$ cat src/rtl/dmem_arb_pkg.sv
// Shared types for the data-memory arbiter: FSM states, port ids and the
// memory request bundle used by both the request mux and the memory side.
package dmem_arb_pkg;

    localparam int DMEM_ADDR_W  = 32;
    localparam int DMEM_DATA_W  = 32;
    localparam int DMEM_BMASK_W = DMEM_DATA_W / 8;

    typedef enum logic [1:0] {
        ARB_IDLE  = 2'd0,
        ARB_LOCK0 = 2'd1,
        ARB_LOCK1 = 2'd2
    } arb_state_e;

    localparam logic PORT_CORE = 1'b0;
    localparam logic PORT_DBG  = 1'b1;

    // Field widths follow the package constants; the arbiter's width
    // parameters must stay equal to them.
    typedef struct packed {
        logic                    we;
        logic [DMEM_ADDR_W-1:0]  addr;
        logic [DMEM_DATA_W-1:0]  wdata;
        logic [DMEM_BMASK_W-1:0] bmask;
    } mem_req_t;

    // Ports allowed to win in a given state: the lock owner only, or both.
    function automatic logic [1:0] state_mask(input arb_state_e s);
        case (s)
            ARB_LOCK0: state_mask = 2'b01;
            ARB_LOCK1: state_mask = 2'b10;
            default:   state_mask = 2'b11;
        endcase
    endfunction

endpackage

$ cat src/rtl/arb_rr2.sv
// Two-way round-robin picker. On a tie the port that did not win last
// time gets the grant; force_mask removes ports from consideration.
module arb_rr2 (
    input  logic [1:0] vld,
    input  logic       rr_last,
    input  logic [1:0] force_mask,
    output logic [1:0] gnt
);

    logic [1:0] elig;

    // One-hot grant among the eligible requesters.
    always_comb begin
        elig = vld & force_mask;
        gnt  = elig;
        if (elig == 2'b11) begin
            gnt = rr_last ? 2'b01 : 2'b10;
        end
    end

endmodule

$ cat src/rtl/dmem_arbiter.sv
// Arbiter sharing the single-port synchronous-read data memory between the
// core LSU (port 0) and the debug/loader port (port 1). Round-robin per beat;
// when DMEM_ARB_BURST_EN is defined a requester may lock the memory for up
// to MAX_BURST consecutive beats.
//
// Handshake: a beat is accepted when vld & rdy. rdy never rises without its
// vld, at most one rdy is high per cycle, and the response (read data or
// write ack) appears on o_rspN_* exactly one cycle after acceptance with no
// back-pressure.
module dmem_arbiter
    import dmem_arb_pkg::*;
#(
    parameter int ADDR_W    = DMEM_ADDR_W,
    parameter int DATA_W    = DMEM_DATA_W,
    parameter int MAX_BURST = 8
) (
    input  logic                i_clk,
    input  logic                i_rst,
    input  logic                i_req0_vld,
    input  logic                i_req0_we,
    input  logic [ADDR_W-1:0]   i_req0_addr,
    input  logic [DATA_W-1:0]   i_req0_wdata,
    input  logic [DATA_W/8-1:0] i_req0_bmask,
    input  logic                i_req0_lock,
    output logic                o_req0_rdy,
    output logic                o_rsp0_vld,
    output logic [DATA_W-1:0]   o_rsp0_rdata,
    input  logic                i_req1_vld,
    input  logic                i_req1_we,
    input  logic [ADDR_W-1:0]   i_req1_addr,
    input  logic [DATA_W-1:0]   i_req1_wdata,
    input  logic [DATA_W/8-1:0] i_req1_bmask,
    input  logic                i_req1_lock,
    output logic                o_req1_rdy,
    output logic                o_rsp1_vld,
    output logic [DATA_W-1:0]   o_rsp1_rdata,
    output logic                o_mem_en,
    output logic                o_mem_we,
    output logic [ADDR_W-1:0]   o_mem_addr,
    output logic [DATA_W-1:0]   o_mem_wdata,
    output logic [DATA_W/8-1:0] o_mem_bmask,
    input  logic [DATA_W-1:0]   i_mem_rdata,
    output logic                o_owner,
    output logic                o_busy
);

    logic [1:0] vld;
    logic [1:0] force_mask;
    logic [1:0] gnt_raw;
    logic [1:0] gnt;
    logic       accept;
    logic       win_port;
    logic       rr_last;
    logic       owner;
    logic       rsp_pend;
    logic       rsp_port;
    logic       rsp_we;
    mem_req_t   req0;
    mem_req_t   req1;
    mem_req_t   mem_sel;

    assign vld = {i_req1_vld, i_req0_vld};

    arb_rr2 u_pick (
        .vld        (vld),
        .rr_last    (rr_last),
        .force_mask (force_mask),
        .gnt        (gnt_raw)
    );

    // Nothing is granted while reset is held.
    assign gnt      = i_rst ? 2'b00 : gnt_raw;
    assign accept   = |gnt;
    assign win_port = gnt[1];

    assign o_req0_rdy = gnt[0];
    assign o_req1_rdy = gnt[1];

    // Gather each port's fields and forward the winner; all zero when idle.
    always_comb begin
        req0    = '{we: i_req0_we, addr: i_req0_addr, wdata: i_req0_wdata, bmask: i_req0_bmask};
        req1    = '{we: i_req1_we, addr: i_req1_addr, wdata: i_req1_wdata, bmask: i_req1_bmask};
        mem_sel = '0;
        if (gnt[0]) begin
            mem_sel = req0;
        end else if (gnt[1]) begin
            mem_sel = req1;
        end
    end

    assign o_mem_en    = accept;
    assign o_mem_we    = mem_sel.we;
    assign o_mem_addr  = mem_sel.addr;
    assign o_mem_wdata = mem_sel.wdata;
    assign o_mem_bmask = mem_sel.bmask;

`ifdef DMEM_ARB_BURST_EN
    localparam int CNT_W = $clog2(MAX_BURST + 1);
    localparam logic [CNT_W-1:0] MAX_CNT = CNT_W'(MAX_BURST);

    arb_state_e       state;
    arb_state_e       state_nxt;
    logic [CNT_W-1:0] burst_cnt;
    logic [CNT_W-1:0] cnt_nxt;
    logic             win_lock;

    assign win_lock   = win_port ? i_req1_lock : i_req0_lock;
    assign force_mask = state_mask(state);
    assign o_busy     = (state != ARB_IDLE);

    // Lock FSM next state and burst counter.
    always_comb begin
        state_nxt = state;
        cnt_nxt   = burst_cnt;
        case (state)
            ARB_IDLE: begin
                if (accept && win_lock) begin
                    state_nxt = win_port ? ARB_LOCK1 : ARB_LOCK0;
                    cnt_nxt   = CNT_W'(1);
                end
            end
            default: begin
                // A locked cycle without an accept means the owner dropped vld.
                if (!accept || !win_lock) begin
                    state_nxt = ARB_IDLE;
                end else begin
                    if (burst_cnt < MAX_CNT) begin
                        cnt_nxt = burst_cnt + 1'b1;
                    end
                    if (burst_cnt >= MAX_CNT - 1'b1) begin
                        state_nxt = ARB_IDLE;
                    end
                end
            end
        endcase
    end

    // Lock FSM state register.
    always_ff @(posedge i_clk or posedge i_rst) begin
        if (i_rst) begin
            state     <= ARB_IDLE;
            burst_cnt <= '0;
        end else begin
            state     <= state_nxt;
            burst_cnt <= cnt_nxt;
        end
    end
`else
    logic lock_unused;
    localparam int burst_unused = MAX_BURST;

    assign lock_unused = i_req0_lock ^ i_req1_lock;
    assign force_mask  = 2'b11;
    assign o_busy      = 1'b0;
`endif

    // Round-robin pointer, owner and one-deep response tracking.
    always_ff @(posedge i_clk or posedge i_rst) begin
        if (i_rst) begin
            rr_last  <= PORT_DBG;
            owner    <= PORT_CORE;
            rsp_pend <= 1'b0;
            rsp_port <= PORT_CORE;
            rsp_we   <= 1'b0;
        end else begin
            rsp_pend <= accept;
            if (accept) begin
                rr_last  <= win_port;
                owner    <= win_port;
                rsp_port <= win_port;
                rsp_we   <= mem_sel.we;
            end
        end
    end

    assign o_owner      = owner;
    assign o_rsp0_vld   = rsp_pend && (rsp_port == PORT_CORE);
    assign o_rsp1_vld   = rsp_pend && (rsp_port == PORT_DBG);
    assign o_rsp0_rdata = (o_rsp0_vld && !rsp_we) ? i_mem_rdata : '0;
    assign o_rsp1_rdata = (o_rsp1_vld && !rsp_we) ? i_mem_rdata : '0;

endmodule

$ cat config.mk
export PLATFORM = sky130hd
export DESIGN_NAME = dmem_arbiter
export DESIGN_NICKNAME = d
export VERILOG_FILES = /design/src/rtl/dmem_arb_pkg.sv /design/src/rtl/arb_rr2.sv /design/src/rtl/dmem_arbiter.sv
export SDC_FILE = /design/constraint.sdc
export NUM_CORES = 1
export LEC_CHECK = 0
export ABC_CLOCK_PERIOD_IN_PS = 1400
export CAP_MARGIN = 20
export CORE_AREA = 2 2 124 126
export CTS_CLUSTER_SIZE = 14
export DETAILED_ROUTE_END_ITERATION = 10
export DIE_AREA = 0 0 126 128
export GPL_TIMING_DRIVEN = 0
export PLACE_DENSITY = 0.48
export SYNTH_ARGS = -nofsm -noshare
export SYNTH_HDL_FRONTEND = slang
export SYNTH_SLANG_ARGS = --single-unit
$ cat constraint.sdc
create_clock -name i_clk -period 1.4 [get_ports i_clk]
set_input_delay 0.28 -clock i_clk [delete_from_list [all_inputs] [get_ports i_clk]]
set_output_delay 0.28 -clock i_clk [all_outputs]
set_load 0.01 [all_outputs]
---- After elaboration in Yosys (flattened, before gate mapping) ----
Index checks and enable logic that the tools add are counted.
storage, ports and cells
  bits in registers ....................... 4
  output and inout port bits .............. 140
  word-level logic and storage cells ...... 19
operators by class
  equality and inequality tests ........... 1
  multiplexer cells ....................... 7
  bitwise operators ....................... 1
  reductions and logical operators ........ 6
operator list
  kind                                   number
  2-to-1 mux 69 bit                      2
  2-to-1 mux 32 bit                      2
  2-to-1 mux 2 bit                       3
  logical AND 1 bit                      4
  == test 2 bit (second input constant)  1
  OR reduction 2 bit                     1
  zero test 1 bit                        1
  inverter 1 bit                         1

---- Longest topological paths before layout ----
Gate-level depths: netlist of the first run.
  word-level depth ........................ 5
  gate-level depth with buffers ........... 5

---- By module ----
From an unflattened synthesis of the first run, not the netlist that was laid out.
second synthesis, totals
  cell total of the unflattened synthesis .. 331
  area total of the unflattened synthesis .. 1921.8 µm²
modules (own cells, without submodules)
  module        instances  cells each  area an instance (µm²)  seq. area each (µm²)
  dmem_arbiter  1          328         1901.8                  101.3
  arb_rr2       1          3           20.0                    0.0

---- Worst setup path before layout of the first run ----
Ideal clock, no wire load.
  path type ............................... flip-flop to output port
  start point ............................. register rr_last
  end point ............................... output port o_mem_addr[26]
  arrival ................................. 1.252 ns
  setup slack ............................. -0.132 ns
  stages on the path, launching flop included .. 6
  buffers on the path ..................... 2
  cell sequence ........................... dfstp_2 -> nand2_1 -> and3_1 -> buf_2 -> buf_2 -> a22o_1
on the way
  longest elaborated chain between the ends .. 5
RTL lines
  element                 line                 RTL
  start, declared         dmem_arbiter.sv:53   logic rr_last;
  start signal, assigned  dmem_arbiter.sv:168  rr_last <= win_port;
  2-to-1 mux 2 bit        arb_rr2.sv:17        gnt = rr_last ? 2'b01 : 2'b10;
  2-to-1 mux 2 bit        arb_rr2.sv:16        if (elig == 2'b11) begin
  2-to-1 mux 2 bit        dmem_arbiter.sv:72   assign gnt = i_rst ? 2'b00 : gnt_raw;
  net o_req1_rdy          dmem_arbiter.sv:34   output logic o_req1_rdy,
  2-to-1 mux 69 bit       dmem_arbiter.sv:86   end else if (gnt[1]) begin
  2-to-1 mux 69 bit       dmem_arbiter.sv:84   if (gnt[0]) begin
  end, declared           dmem_arbiter.sv:39   output logic [ADDR_W-1:0] o_mem_addr,
The timed path passes the listed nets, and every way through them passes these cells.

---- Worst setup path after layout of the first run ----
  start point ............................. register rr_last
  end point ............................... output port o_mem_wdata[26]
on the way
  longest elaborated chain between the ends .. 5
RTL lines
  element                line                RTL
  2-to-1 mux 2 bit (*)   arb_rr2.sv:17
  2-to-1 mux 2 bit (*)   arb_rr2.sv:16
  2-to-1 mux 2 bit (*)   dmem_arbiter.sv:72
  2-to-1 mux 69 bit      dmem_arbiter.sv:86
  2-to-1 mux 69 bit (*)  dmem_arbiter.sv:84
  end, declared          dmem_arbiter.sv:40  output logic [DATA_W-1:0] o_mem_wdata,
Every way passes the cells marked *; elsewhere a longest branch is shown, timed or not.

==> summary.txt, run 1 <==
Status: finished with violations
Violated checks: negative setup slack
TritonCTS clock tree: done
Routed len/inst: 15.98 µm
Die height: 128 µm
GRT Total Usage: 0.1245
Synth Instances: 176
Core box area: 14860 µm²
Max Slew Vio Count: 0
Later-pin clock latency in the skew report: 220 ps
Fin nets: 721
DRC Markers: 0
Sequential-to-total area share from yosys stat: 0.07384
Startpoint types: flip-flop
CTS root buffer: clkbuf_16
Placed wire-length estimate: 8763 µm
Net switching power of the design: 747.6 µW
Most frequent cell after synthesis: a22o_1
Ys async rst share: 1.000
Cts-stage hold buffer count: 0
CP endpoint kind: output pin
Data required, critical path: 1120 ps
Synth area leaders: a22o_1 44%, and2_1 30%, buf_6 6.6%
Synth Register Bits: 4
Post-Syn Area: 1373 µm²
TritonCTS Buffers: 3
Critical path type: reg2out
Max Cap Viol: 0
Vias in the first global route: 2896
Leakage power: 0.002652 µW
Gate power share: 0.759
Largest net degree at the start of global routing: 11
RSZ-0062 raised after global routing: yes
Congestion Overflow GR: 0
Cell Rows: 45
Clk pin slew, worst setup/hold paths: 30 ps
Final Skew: 3.004 ps
VDD IR max: 0.0002727 V
Clock share of power: 0.182
RR Startpoint: rr_last
# IOs: 316
First-pass GRT wire length: 15970 µm
Post-synth EDFFs: 0
Flop pwr share: 0.059
Cell-internal power: 1778 µW
Chip width: 126 µm
Final Wtd Congestion: 0.8247
Primary FF master, synth: dfrtp_1
Period utilisation layout: 1.437
Drt first-iter violations: 66
Antenna Nets Post-Route: 0
Library cells used by synthesis: 20
Type of the worst min-delay path: in2async
Maximum clock path buffer count: 2
Switch share: 0.2960
Worst hold slack: 180.8 ps
Vias per Instance: 3.970
Die area: 16130 µm²
DR pass1 iterations: 4
Initial Util: 0.09234
Synth warn: 0
Top cell type's share of synthesized area: 0.4403
Largest area contributor in the netlist: a22o_1
# setup viols final: 137
Layout cells sized above 1: 0.5313
Crit-path max FO: 7
Cells after DPL: 676
Setup ws final: -611.9 ps
Crit path DAT: 1730 ps
Initial antenna violation count: 1
P per Cell Area: 452.5 nW/µm²
Synth-to-Final Area Change: 306.7%
Synth cell count leaders: 69 x a22o_1, 66 x and2_1, 8 x buf_2, 8 x buf_6, 6 x clkbuf_1
Max frequency: 0.4970 GHz
Fillcell total: 1548
Mean Syn Cell Area: 7.799 µm²
Critical path launch point: rr_last
Final worst path period need: 2012 ps
Final Hold Fails: 0
Total routed wirelength: 11710 µm
Htree depth: 1
Finished Layout Cells: 733
I/O Buffers: 312
DR vias: 2910
Finished Core Util: 0.3755
Syn nets: 352
Clk sinks: 4
-- critical path: stages, from the launching register on --
cell      delay [ps]
dfstp_2          540
nand2b_4         110
and3_4           210
buf_12           140
buf_6            130
buf_6            100
a22o_1           140
buf_2            140
-- per-layer routing --
| layer | vias to the layer above | track usage | share of wire |
|---|---|---|---|
| met5 | - | 0 | 0 |
| met1 | 1343 | 0.1354 | 0.36 |
| met3 | 8 | 0.02922 | 0.075 |
| met4 | 0 | 0.02392 | 0.010 |
| met2 | 161 | 0.2451 | 0.56 |
| li1 | 1398 | - | - |
-- final cells by class --
class | count | area, µm² | area share
Inverter | 2 | 7.507 | 0.001345
Antenna cell | 1 | 2.502 | 0.0004483
Multi-Input combinational cell | 147 | 1291 | 0.2313
Buffer | 22 | 307.8 | 0.05514
Clock buffer | 4 | 78.83 | 0.01412
Tap cell | 188 | 235.2 | 0.04214
Timing Repair Buffer | 365 | 3556 | 0.6371
Sequential cell | 4 | 102.6 | 0.01838
-- worst paths after layout --
path                                    to  slack, ps  cells past startpoint
min reg2reg                        rr_last        520                      1
max                        o_mem_wdata[26]       -610                      7
min                                 rsp_we        180                      3
min in group i_clk                 rr_last        520                      1
max reg2reg                       rsp_port        -10                      6
max in group asynchronous          rr_last       1020                      3
-- state kept, by name, indices dropped and copies added (netlist names) --
register	cells
rr_last	1
rsp_pend	1
rsp_port	1
rsp_we	1
-- logic make-up after synthesis --
| family | Yosys count | share of synthesized area |
|---|---|---|
| and+or+nand+nor | 73 | 0.3373 |
| other | 1 | 0.002732 |
| buffers and inverters | 25 | 0.1222 |
| DFF | 4 | 0.07384 |
| AOI/OAI and AO/OA | 73 | 0.4640 |
-- per-stage QoR --
| stage | setup WS (ps) | instance area [µm²] | setup TNS (ps) | power [µW] |
|---|---|---|---|---|
| 6_report | -611.9 | 5582 | -61570 | 2526 |
| 5_1_grt | -675.4 | 5582 | -68640 | 2656 |
| 4_1_cts | -621.6 | 5056 | -65250 | 2334 |
| 3_5_place_dp | -965.0 | 4781 | -110830 | 1725 |
| 3_3_place_gp | -947.6 | 4781 | -107470 | 1720 |
| 2_1_floorplan | -73.40 | 1423 | -3989 | 655.1 |
-- cell usage in the layout, fill, tap and decap left out --
master and count:
inv_2 1, nand2b_4 1, dlygate4sd2_1 3, buf_4 10, o21bai_1 1, inv_1 1
and3b_2 1, buf_12 7, a221o_1 1, dfrtp_2 1, and2_1 1, clkdlybuf4s15_2 2
nand2_1 1, a21o_1 2, buf_6 105, dfrtp_1 2, a22o_1 69, and3_4 2
buf_8 20, conb_1 1, nor3b_4 1, nor2b_1 1, clkbuf_2 2, clkdlybuf4s50_1 171
buf_2 64, clkbuf_16 6, and2_4 65, clkbuf_1 1, diode_2 1, dfstp_2 1
-- power groups by stage --
| stage | combinational [µW] | clock, µW | sequential (µW) |
|---|---|---|---|
| after global placement | 1570 | 0 | 149 |
| after floorplan | 509 | 0 | 146 |
| final | 1920 | 459 | 150 |
| after CTS | 1710 | 470 | 150 |
| after global routing | 2020 | 480 | 152 |
| after detailed placement | 1570 | 0 | 150 |
-- what timing repair did --
| item | 4_1_cts | 5_1_grt |
|---|---|---|
| gates resized for setup | 660 | 132 |
| gates cloned | 13 | 3 |
| pin swaps | 40 | 22 |
| endpoints found under the setup margin | 140 | 140 |
| buffers inserted | 34 | 10 |
| endpoints found under the hold margin | 0 | 0 |
No activity file was read; power rests on OpenSTA's default activity.
==> run 2, diff against run 1 <==
--- a/config.mk
+++ b/config.mk
@@ -11,8 +11,8 @@
 export CTS_CLUSTER_SIZE = 14
 export DETAILED_ROUTE_END_ITERATION = 10
 export DIE_AREA = 0 0 126 128
-export GPL_TIMING_DRIVEN = 0
-export PLACE_DENSITY = 0.48
+export PLACE_DENSITY = 0.57
+export RECOVER_POWER = 25
 export SYNTH_ARGS = -nofsm -noshare
 export SYNTH_HDL_FRONTEND = slang
 export SYNTH_SLANG_ARGS = --single-unit
==> run 2 against run 1 <==
The run still ends with negative setup slack left. Critical path depth did not move. Combinational power increased by 4%. First-iteration DRC count shrank 21%. Worst setup slack better by 7.7 ps. Sequential power down 4%. Clock skew fell by 2.9 ps. Total power increased by 3.5%. Fmax increased by 0.39%. Cell count rose by 0.14%. Wire length up 12%. Core utilization increased by 0.19 points. Via count up 2.0%.
==> summary.txt, run 2 (synthesis results as in run 1) <==
Status: finished with violations
Violated checks: negative setup slack
Chip width: 126 µm
Cell-internal power: 1815 µW
Most frequent cells in the layout: 171 x clkdlybuf4s50_1, 112 x buf_6, 67 x a22o_1, 67 x buf_2, 60 x and2_4
Core box area: 14860 µm²
Placed cell area: 4766 µm²
RSZ-0062 raised after global routing: yes
Clk sinks: 4
Vias in the first global route: 3017
Cell Rows: 45
Maximum clock path buffer count: 2
Max Slew Vio Count: 0
Vias per Instance: 4.044
DR pass1 iterations: 4
Final Wtd Congestion: 0.8224
TritonCTS clock tree: done
I/O Buffers: 312
Die height: 128 µm
Final worst path period need: 2004 ps
Crit-path max FO: 5
Later-pin clock latency in the skew report: 230 ps
Synth-to-Final Area Change: 308.8%
Layout cells sized above 1: 0.5256
Data required, critical path: 1120 ps
Startpoint types: flip-flop
GRT Total Usage: 0.1375
Critical path type: reg2out
Fin area: 5610 µm²
Antenna Cells: 0
Clk pin slew, worst setup/hold paths: 30 ps
Type of the worst min-delay path: in2async
TritonCTS Buffers: 3
Commonest non-fill, non-tap cell in the layout: clkdlybuf4s50_1
Initial antenna violation count: 0
Drt first-iter violations: 52
Setup ws final: -604.2 ps
Gate power share: 0.765
DR vias: 2968
Dpl ws: -906.9 ps
Final Power: 2613 µW
Max frequency: 0.4990 GHz
Largest net degree at the start of global routing: 25
Final Skew: 0.1212 ps
Antenna Nets Post-Route: 0
CTS root buffer: clkbuf_16
Fin nets: 723
Net switching power of the design: 797.9 µW
Routed len/inst: 17.81 µm
Clock share of power: 0.180
# IOs: 316
Initial Util: 0.09234
Fillcell total: 1468
Cts-stage hold buffer count: 0
Max Cap Viol: 0
Period utilisation layout: 1.432
P per Cell Area: 465.8 nW/µm²
# setup viols final: 139
Leakage power: 0.002682 µW
DRC Markers: 0
VDD IR max: 0.0003351 V
Final Hold Fails: 0
Crit path DAT: 1720 ps
First-pass GRT wire length: 17280 µm
Placed wire-length estimate: 8864 µm
Finished Core Util: 0.3774
Htree depth: 1
CP endpoint kind: output pin
Switch share: 0.3053
Congestion Overflow GR: 0
Die area: 16130 µm²
Total routed wirelength: 13070 µm
Flop pwr share: 0.055
run 2: changes by cell type in the layout (fill, tap and decap cells not counted), sizes merged:
cell	change
clkbuf	+3
and3	+1
clkdlybuf4s15	-2
diode	-1
run 2: final timing paths:
kind	endpoint	cells after the start	slack [ps]	startpoint
worst max-delay path	o_mem_we	7	-600	rr_last
worst min-delay path	rsp_port	3	270	i_rst
worst max register to register	rsp_we	7	-310	rr_last
worst min register to register	rr_last	2	650	rr_last
max in group asynchronous	rr_last	3	940	i_rst
min in group i_clk	rsp_pend	3	590	i_rst
run 2: cell type report:
type	count	area, µm²	area share
Multi-Input combinational cell	148	1315	0.2344
Tap cell	188	235.2	0.04193
Inverter	2	7.507	0.001338
Clock buffer	4	78.83	0.01405
Timing Repair Buffer	388	3872	0.6902
Sequential cell	4	101.3	0.01806
run 2: power by group through the flow:
stage,clock (µW),sequential (µW),combinational (µW)
4_1_cts,477,143,1820
6_report,471,144,2000
5_1_grt,486,146,2120
3_5_place_dp,0,147,1590
2_1_floorplan,0,146,509
3_3_place_gp,0,147,1580
run 2: what timing repair did:
| action | CTS | global route |
|---|---|---|
| gates resized for setup | 618 | 157 |
| setup buffers | 50 | 11 |
| endpoints found under the setup margin | 141 | 141 |
| pin swaps | 29 | 27 |
| gates cloned | 9 | 6 |
run 2: routing by layer:
metal,track usage,up-vias,share of wire
met5,0,-,0
met1,0.1436,1385,0.36
met2,0.2815,173,0.55
met4,0.02004,0,0.015
li1,-,1397,-
met3,0.03172,13,0.074
run 2: critical path: stages (launching register included):
cell	delay, ps
dfstp_2	530
buf_4	120
nand2_4	50
and3_4	220
buf_6	130
buf_6	100
a22o_4	220
buf_6	120
run 2: stage by stage:
| stage | std cells | hold slack [ps] | setup TNS (ps) |
|---|---|---|---|
| 4_1_cts | 734 | 175.4 | -69710 |
| 2_1_floorplan | 176 | 29.60 | -3989 |
| 3_3_place_gp | 672 | 606.0 | -91710 |
| 3_5_place_dp | 672 | 606.0 | -92590 |
| 6_report | 734 | 269.6 | -63200 |
| 5_1_grt | 734 | 313.0 | -70750 |
